<file path="src/rtl/ext_dm_pkg.sv">
// ext_dm_pkg: shared types for the external data-memory arbiter.
// FSM states, requester ids, read-tag record and default read latency.
package ext_dm_pkg;

  typedef enum logic [1:0] {
    IDLE,
    OWN0,
    OWN1
  } state_e;

  localparam logic ID0 = 1'b0;
  localparam logic ID1 = 1'b1;

  typedef struct packed {
    logic valid;
    logic id;
  } tag_t;

  localparam int MEM_RD_LAT_DEF = 3;

endpackage

</file>
<file path="src/rtl/ext_dm_arbiter_if.sv">
// ext_dm_arbiter_if: requester and memory-bus signals of the arbiter.
// slave = arbiter side, master = requesters plus memory side.
interface ext_dm_arbiter_if #(
  parameter int DMA_SIZE = 3,
  parameter int DMD_SIZE = 4
);

  logic                req0;
  logic                req1;
  logic                wrb0;
  logic                wrb1;
  logic [DMA_SIZE-1:0] add0;
  logic [DMA_SIZE-1:0] add1;
  logic [DMD_SIZE-1:0] wdt0;
  logic [DMD_SIZE-1:0] wdt1;
  logic                lock0;
  logic                lock1;
  logic                gnt0;
  logic                gnt1;
  logic                rvalid0;
  logic                rvalid1;
  logic [DMD_SIZE-1:0] rdata;
  logic                mem_cslt;
  logic                mem_wrb;
  logic [DMA_SIZE-1:0] mem_add;
  logic [DMD_SIZE-1:0] mem_wdt;
  logic [DMD_SIZE-1:0] mem_rdt;

  modport slave (
    input  req0, req1, wrb0, wrb1,
    input  add0, add1, wdt0, wdt1,
    input  lock0, lock1, mem_rdt,
    output gnt0, gnt1, rvalid0, rvalid1,
    output rdata, mem_cslt, mem_wrb,
    output mem_add, mem_wdt
  );

  modport master (
    output req0, req1, wrb0, wrb1,
    output add0, add1, wdt0, wdt1,
    output lock0, lock1, mem_rdt,
    input  gnt0, gnt1, rvalid0, rvalid1,
    input  rdata, mem_cslt, mem_wrb,
    input  mem_add, mem_wdt
  );

endinterface

</file>
<file path="src/rtl/ext_dm_rd_tag_pipe.sv">
// ext_dm_rd_tag_pipe: shift register of read tags, one entry per cycle.
// Cleared asynchronously so in-flight reads vanish on reset.
module ext_dm_rd_tag_pipe
  import ext_dm_pkg::*;
#(
  parameter int DEPTH = 4
) (
  input  logic clk,
  input  logic rst,
  input  tag_t tag_i,
  output tag_t tag_o
);

  tag_t [DEPTH-1:0] pipe_q;

  // shift a new tag in every cycle
  always_ff @(posedge clk or posedge rst) begin
    if (rst) pipe_q <= '0;
    else     pipe_q <= {pipe_q[DEPTH-2:0], tag_i};
  end

  assign tag_o = pipe_q[DEPTH-1];

endmodule

</file>
<file path="src/rtl/ext_dm_arbiter.sv">
// ext_dm_arbiter: two-port arbiter/sequencer for memory_ext_2.
// EXT_DM_ARB_RR_EN selects round-robin; default is fixed priority.
module ext_dm_arbiter
  import ext_dm_pkg::*;
#(
  parameter int DMA_SIZE   = 3,
  parameter int DMD_SIZE   = 4,
  parameter int MEM_RD_LAT = MEM_RD_LAT_DEF
) (
  input logic            clk,
  input logic            rst,
  ext_dm_arbiter_if.slave bus
);

  state_e              state_q, state_d;
  logic                g0, g1;
  logic                cslt_q;
  logic                wrb_q;
  logic [DMA_SIZE-1:0] add_q;
  logic [DMD_SIZE-1:0] wdt_q;
  tag_t                tag_in, tag_out;

`ifdef EXT_DM_ARB_RR_EN
  logic ptr_q, ptr_d;

  // round-robin pointer register
  always_ff @(posedge clk or posedge rst) begin
    if (rst) ptr_q <= ID0;
    else     ptr_q <= ptr_d;
  end
`endif

  // FSM state register
  always_ff @(posedge clk or posedge rst) begin
    if (rst) state_q <= IDLE;
    else     state_q <= state_d;
  end

  // grant selection and next state; a dropped lock re-arbitrates at once
  always_comb begin
    state_d = state_q;
    g0      = 1'b0;
    g1      = 1'b0;
`ifdef EXT_DM_ARB_RR_EN
    ptr_d   = ptr_q;
`endif
    if (rst) begin
      state_d = IDLE;
    end else if (state_q == OWN0 && bus.req0 && bus.lock0) begin
      g0 = 1'b1;
    end else if (state_q == OWN1 && bus.req1 && bus.lock1) begin
      g1 = 1'b1;
    end else begin
`ifdef EXT_DM_ARB_RR_EN
      if (bus.req0 && bus.req1) begin
        g0 = (ptr_q == ID0);
        g1 = (ptr_q == ID1);
      end else begin
        g0 = bus.req0;
        g1 = bus.req1;
      end
`else
      g0 = bus.req0;
      g1 = bus.req1 & ~bus.req0;
`endif
      if (g0 && bus.lock0)      state_d = OWN0;
      else if (g1 && bus.lock1) state_d = OWN1;
      else                      state_d = IDLE;
    end
`ifdef EXT_DM_ARB_RR_EN
    if (g0)      ptr_d = ID1;
    else if (g1) ptr_d = ID0;
`endif
  end

  // register the winning command; address/data hold when idle
  always_ff @(posedge clk or posedge rst) begin
    if (rst) begin
      cslt_q <= 1'b0;
      wrb_q  <= 1'b0;
      add_q  <= '0;
      wdt_q  <= '0;
    end else begin
      cslt_q <= g0 | g1;
      unique case (1'b1)
        g0: begin
          wrb_q <= bus.wrb0;
          add_q <= bus.add0;
          wdt_q <= bus.wdt0;
        end
        g1: begin
          wrb_q <= bus.wrb1;
          add_q <= bus.add1;
          wdt_q <= bus.wdt1;
        end
        default: ;
      endcase
    end
  end

  // tag for this cycle: only granted reads are valid
  always_comb begin
    tag_in.valid = (g0 & ~bus.wrb0) | (g1 & ~bus.wrb1);
    tag_in.id    = g1 ? ID1 : ID0;
  end

  ext_dm_rd_tag_pipe #(
    .DEPTH(MEM_RD_LAT + 1)
  ) u_tag_pipe (
    .clk  (clk),
    .rst  (rst),
    .tag_i(tag_in),
    .tag_o(tag_out)
  );

  assign bus.gnt0     = g0;
  assign bus.gnt1     = g1;
  assign bus.rvalid0  = tag_out.valid & (tag_out.id == ID0);
  assign bus.rvalid1  = tag_out.valid & (tag_out.id == ID1);
  assign bus.rdata    = bus.mem_rdt;
  assign bus.mem_cslt = cslt_q;
  assign bus.mem_wrb  = wrb_q;
  assign bus.mem_add  = add_q;
  assign bus.mem_wdt  = wdt_q;

endmodule
</file>
<file path="src/flat_wrapper.sv">
// flat-port wrapper written by rule: the top's interface ports become plain ports
module ext_dm_arbiter_flat import ext_dm_pkg::*;
#(
  parameter int DMA_SIZE   = 3,
  parameter int DMD_SIZE   = 4,
  parameter int MEM_RD_LAT = MEM_RD_LAT_DEF
)
  (clk, rst, bus_req0, bus_req1, bus_wrb0, bus_wrb1, bus_add0, bus_add1, bus_wdt0, bus_wdt1, bus_lock0, bus_lock1, bus_mem_rdt, bus_gnt0, bus_gnt1, bus_rvalid0, bus_rvalid1, bus_rdata, bus_mem_cslt, bus_mem_wrb, bus_mem_add, bus_mem_wdt);
  ext_dm_arbiter_if #(.DMA_SIZE(DMA_SIZE), .DMD_SIZE(DMD_SIZE)) bus_i ();
  input logic clk;
  input logic rst;
  input wire logic [$bits(bus_i.req0)-1:0] bus_req0;
  input wire logic [$bits(bus_i.req1)-1:0] bus_req1;
  input wire logic [$bits(bus_i.wrb0)-1:0] bus_wrb0;
  input wire logic [$bits(bus_i.wrb1)-1:0] bus_wrb1;
  input wire logic [$bits(bus_i.add0)-1:0] bus_add0;
  input wire logic [$bits(bus_i.add1)-1:0] bus_add1;
  input wire logic [$bits(bus_i.wdt0)-1:0] bus_wdt0;
  input wire logic [$bits(bus_i.wdt1)-1:0] bus_wdt1;
  input wire logic [$bits(bus_i.lock0)-1:0] bus_lock0;
  input wire logic [$bits(bus_i.lock1)-1:0] bus_lock1;
  input wire logic [$bits(bus_i.mem_rdt)-1:0] bus_mem_rdt;
  output wire logic [$bits(bus_i.gnt0)-1:0] bus_gnt0;
  output wire logic [$bits(bus_i.gnt1)-1:0] bus_gnt1;
  output wire logic [$bits(bus_i.rvalid0)-1:0] bus_rvalid0;
  output wire logic [$bits(bus_i.rvalid1)-1:0] bus_rvalid1;
  output wire logic [$bits(bus_i.rdata)-1:0] bus_rdata;
  output wire logic [$bits(bus_i.mem_cslt)-1:0] bus_mem_cslt;
  output wire logic [$bits(bus_i.mem_wrb)-1:0] bus_mem_wrb;
  output wire logic [$bits(bus_i.mem_add)-1:0] bus_mem_add;
  output wire logic [$bits(bus_i.mem_wdt)-1:0] bus_mem_wdt;
  assign bus_i.req0 = bus_req0;
  assign bus_i.req1 = bus_req1;
  assign bus_i.wrb0 = bus_wrb0;
  assign bus_i.wrb1 = bus_wrb1;
  assign bus_i.add0 = bus_add0;
  assign bus_i.add1 = bus_add1;
  assign bus_i.wdt0 = bus_wdt0;
  assign bus_i.wdt1 = bus_wdt1;
  assign bus_i.lock0 = bus_lock0;
  assign bus_i.lock1 = bus_lock1;
  assign bus_i.mem_rdt = bus_mem_rdt;
  assign bus_gnt0 = bus_i.gnt0;
  assign bus_gnt1 = bus_i.gnt1;
  assign bus_rvalid0 = bus_i.rvalid0;
  assign bus_rvalid1 = bus_i.rvalid1;
  assign bus_rdata = bus_i.rdata;
  assign bus_mem_cslt = bus_i.mem_cslt;
  assign bus_mem_wrb = bus_i.mem_wrb;
  assign bus_mem_add = bus_i.mem_add;
  assign bus_mem_wdt = bus_i.mem_wdt;
  ext_dm_arbiter #(.DMA_SIZE(DMA_SIZE), .DMD_SIZE(DMD_SIZE), .MEM_RD_LAT(MEM_RD_LAT)) u_core (.clk(clk), .rst(rst), .bus(bus_i));
endmodule
</file>
<file path="config.mk">
export PLATFORM = sky130hd
export DESIGN_NAME = ext_dm_arbiter_flat
export DESIGN_NICKNAME = d
export VERILOG_FILES = /design/src/rtl/ext_dm_pkg.sv /design/src/rtl/ext_dm_arbiter_if.sv /design/src/rtl/ext_dm_rd_tag_pipe.sv /design/src/rtl/ext_dm_arbiter.sv /design/src/flat_wrapper.sv
export SDC_FILE = /design/constraint.sdc
export NUM_CORES = 1
export LEC_CHECK = 0
export ABC_AREA = 1
export BUFFER_PORTS_ARGS = -buffer_cell sky130_fd_sc_hd__buf_2
export CAP_MARGIN = 20
export CORE_UTILIZATION = 48
export DETAILED_ROUTE_END_ITERATION = 16
export PLACE_DENSITY = 0.83
export SYNTH_ARGS = -nofsm -noshare
export SYNTH_HDL_FRONTEND = slang
export SYNTH_SLANG_ARGS = --single-unit
</file>
<file path="constraint.sdc">
create_clock -name clk -period 1.59 [get_ports clk]
set_input_delay 0.159 -clock clk [delete_from_list [all_inputs] [get_ports clk]]
set_output_delay 0.159 -clock clk [all_outputs]
set_load 0.01 [all_outputs]
</file>
==> summary.md <==
| Metric | Value |
|---|---|
| Area grow syn2layout | 20.6% |
| IO buf count | 34 |
| Htree depth | 1 |
| Max-slew violation count | 0 |
| Commonest non-fill, non-tap cell in the layout | buf_2 |
| Avg WL per Cell | between 9 and 10 um |
| Worst Hold Launch | bus_lock0 |
| Post-CTS Setup Inserts | 0 |
| Worst R2R End | u_core.bus.mem_wdt[3] |
| Root buf cell | clkbuf_4 |
| Family with the most delay on the worst path | flip-flops |
| DRC violations left | 0 |
| Starting density of the core | between 50% and 60% |
| Vias in the first global route | just under 700 |
| Power density cells | 885 nW/um2 |
| Io pins | 43 |
| Vias/cell | around 4.5 |
| Clk_lat worst skew | between 0.2 and 0.3 ns |
| Worst VDD drop | approximately 0.00045 V |
| Die Y | between 40 and 50 um |
| Post-Syn Area | 917 um2 |
| Total Routed Length | between 1500 and 2000 um |
| Crit path launch type | flop |
| Area of placed instances | 1070 um2 |
| Core Box Area | ~1800 um2 |
| Status | finished clean |
| Layout cells sized above 1 | 38.0% |
| Crit path time final | 1.50 ns |
| Row cnt | 15 |
| Worst Path Class, Setup | reg -> out |
| Ant. Diodes | 0 |
| Fin Setup TNS | 0 ns |
| HPWL after DPL | around 1200 um |
| WHS | between 0.07 and 0.08 ns |
| Design Area, Final | approximately 1100 um2 |
| Critical Path AT | around 1.3 ns |
| Routed Antenna Nets | 0 |
| Synth warn | 0 |
| Fillers | 170 |
| Crit. End Element | primary output |
| CTS tree | yes |
| DR vias | about 730 |
| Yosys reg bits | 19 |
| Grt total ovfl | 0 |
| Initial antenna violation count | 0 |
| Slowest CP cell | dfrtp_1 |
| Slack of the worst reg-to-reg path | 0.39 ns |
| Final Hold Viols | 0 |
| First-pass GRT wire length | 2640 um |
| Gpl congestion | 0.674 |
| Hold Path Class | in -> reg |
| Mapped Nets | 129 |
| Pin count of the biggest net entering global routing | 18 |
| Critical path buffers and inverters | 1 |
| Hold endpoint | u_core.state_q[0] |
| RSZ-0062 raised after global routing | no |
| Die X | 45.7 um |
| Mean post-synth cell area | between 8 and 9 um2 |
| Global Route Usage Sum | roughly 17% |
| CTS max path bufs | 2 |
| Min-Delay Path Depth | 3 |
| Sequential area share after synthesis | 51.8% |
| Final period utilization | approximately 94% |
| Final setup violation count | 0 |
| CP max FO | 9 |
| Design Power | 979 uW |
| CTS buffer count | 3 |
| Critical R2R Launch | u_core.state_q[0] |
| Fin util | 62.7% |
| Slew @ Worst Pin | about 0.25 ns |
| Multi-input gate area | roughly 300 um2 |
| Register Area | 475 um2 |
| Critical path cell sequence | nor2_4 > nand2_4 > a21oi_4 > buf_2 |
| Critical Path RT | ~1.4 ns |
| Final net count | 164 |
| Worst-path clk slew | around 0.10 ns |
| Max transition margin | approximately 83% |
| Maxcap violations | 0 |
| Clock Sinks | 19 |
| Syn Inst Count | just over 100 |
| DRT Pass-1 Iters | 2 |
| Initial DRC count | 5 |
| Netlist cell types | 15 |
| P_leak | 0.675 nW |
| Fin Clk Skew | just over 0.004 ns |
| Highest-count cells in the layout ignoring fill and taps | buf_2 (34), nand2_1 (27), inv_1 (19), dfrtp_1 (19), nand3_1 (8) |
| Die area | 2090 um2 |
| Worst-case reg-to-reg path depth | 6 |
| CP max stage delay | between 0.4 and 0.5 ns |
| Fmax | around 670 MHz |
## where the power goes
group,switching (mW),total [mW],internal [mW]
Sequential,0.0215,0.550,0.529
Clock,0.142,0.240,0.0974
Combinational,0.108,0.190,0.0814
## cell usage after synthesis
| library cell | instances | area [um2] |
|---|---|---|
| a21oi_4 | 1 | 16.3 |
| buf_4 | 4 | 30.0 |
| buf_6 | 1 | 11.3 |
| buf_8 | 1 | 15.0 |
| dfrtp_1 | 19 | 475 |
| inv_1 | 19 | 71.3 |
| inv_2 | 4 | 15.0 |
| nand2_1 | 27 | 101 |
| nand2_4 | 4 | 45.0 |
| nand3_1 | 8 | 40.0 |
| nand3b_1 | 1 | 7.51 |
| nor2_1 | 4 | 15.0 |
| nor2_4 | 2 | 22.5 |
| o21ai_0 | 5 | 25.0 |
| o21ai_2 | 3 | 26.3 |
## how the worst max path moves through the flow
stage                           start               endpoint  slack [ns]  depth (start not counted)
finish              u_core.state_q[0]               bus_gnt1        0.09                          4
global route        u_core.state_q[0]               bus_gnt1        0.01                          4
floorplan           u_core.state_q[0]  u_core.bus.mem_add[0]        0.49                          6
detailed placement  u_core.state_q[0]  u_core.bus.mem_wdt[2]        0.42                          6
CTS                               rst               bus_gnt0        0.10                          6
global placement    u_core.state_q[0]               bus_gnt1        0.44                          4
## layer usage
metal,global-route usage [%],vias to the layer above,part of all wire [%]
met1,19.9,330,41
met4,7.06,0,0.96
met2,31.1,28,52
met5,0,-,0
met3,3.97,4,5.3
li1,-,367,-
## worst register-to-register path, stage by stage, from the launching register on
cell and delay (ns):
dfrtp_1 0.41, nor2_4 0.13, nand2_4 0.09, a21oi_4 0.25, nand2_1 0.10, nand2_1 0.10
nand2_1 0.05
## logic make-up (layout without fill, tap and decap cells)
group	after synthesis	after routing	synth area share, %
flops	19	19	51.8
compound gates	9	9	7.37
buf+inv	29	63	15.6
simple gates	46	46	25.2
## sequential cells by signal, indices dropped and copies added (netlist names)
signal / cells
u_core.u_tag_pipe.tag_o: 2
u_core.bus.mem_wdt: 4
u_core.bus.mem_wrb: 1
u_core.bus.mem_cslt: 1
u_core.bus.mem_add: 3
u_core.u_tag_pipe.pipe_q: 6
u_core.state_q: 2
## layout make-up
cell class / instances / share of cell area (%)
Timing Repair Buffer: 36 / 17.0
Clock buffer: 4 / 2.38
Sequential cell: 19 / 43.0
Multi-Input combinational cell: 55 / 27.0
Tap cell: 25 / 2.83
Inverter: 23 / 7.81
## repair_timing
item	in CTS	in global routing
resized for setup	0	0
hold buffers	1	0
setup endpoints to repair	0	0
hold endpoints to repair	7	0
## stage by stage
stage,std cells,setup WS (ns)
after global placement,157,0.443
after floorplan,103,0.487
after CTS,162,0.101
final,162,0.0934
after detailed placement,157,0.420
after global routing,162,0.00995
Power figures use the tool's default switching activity.
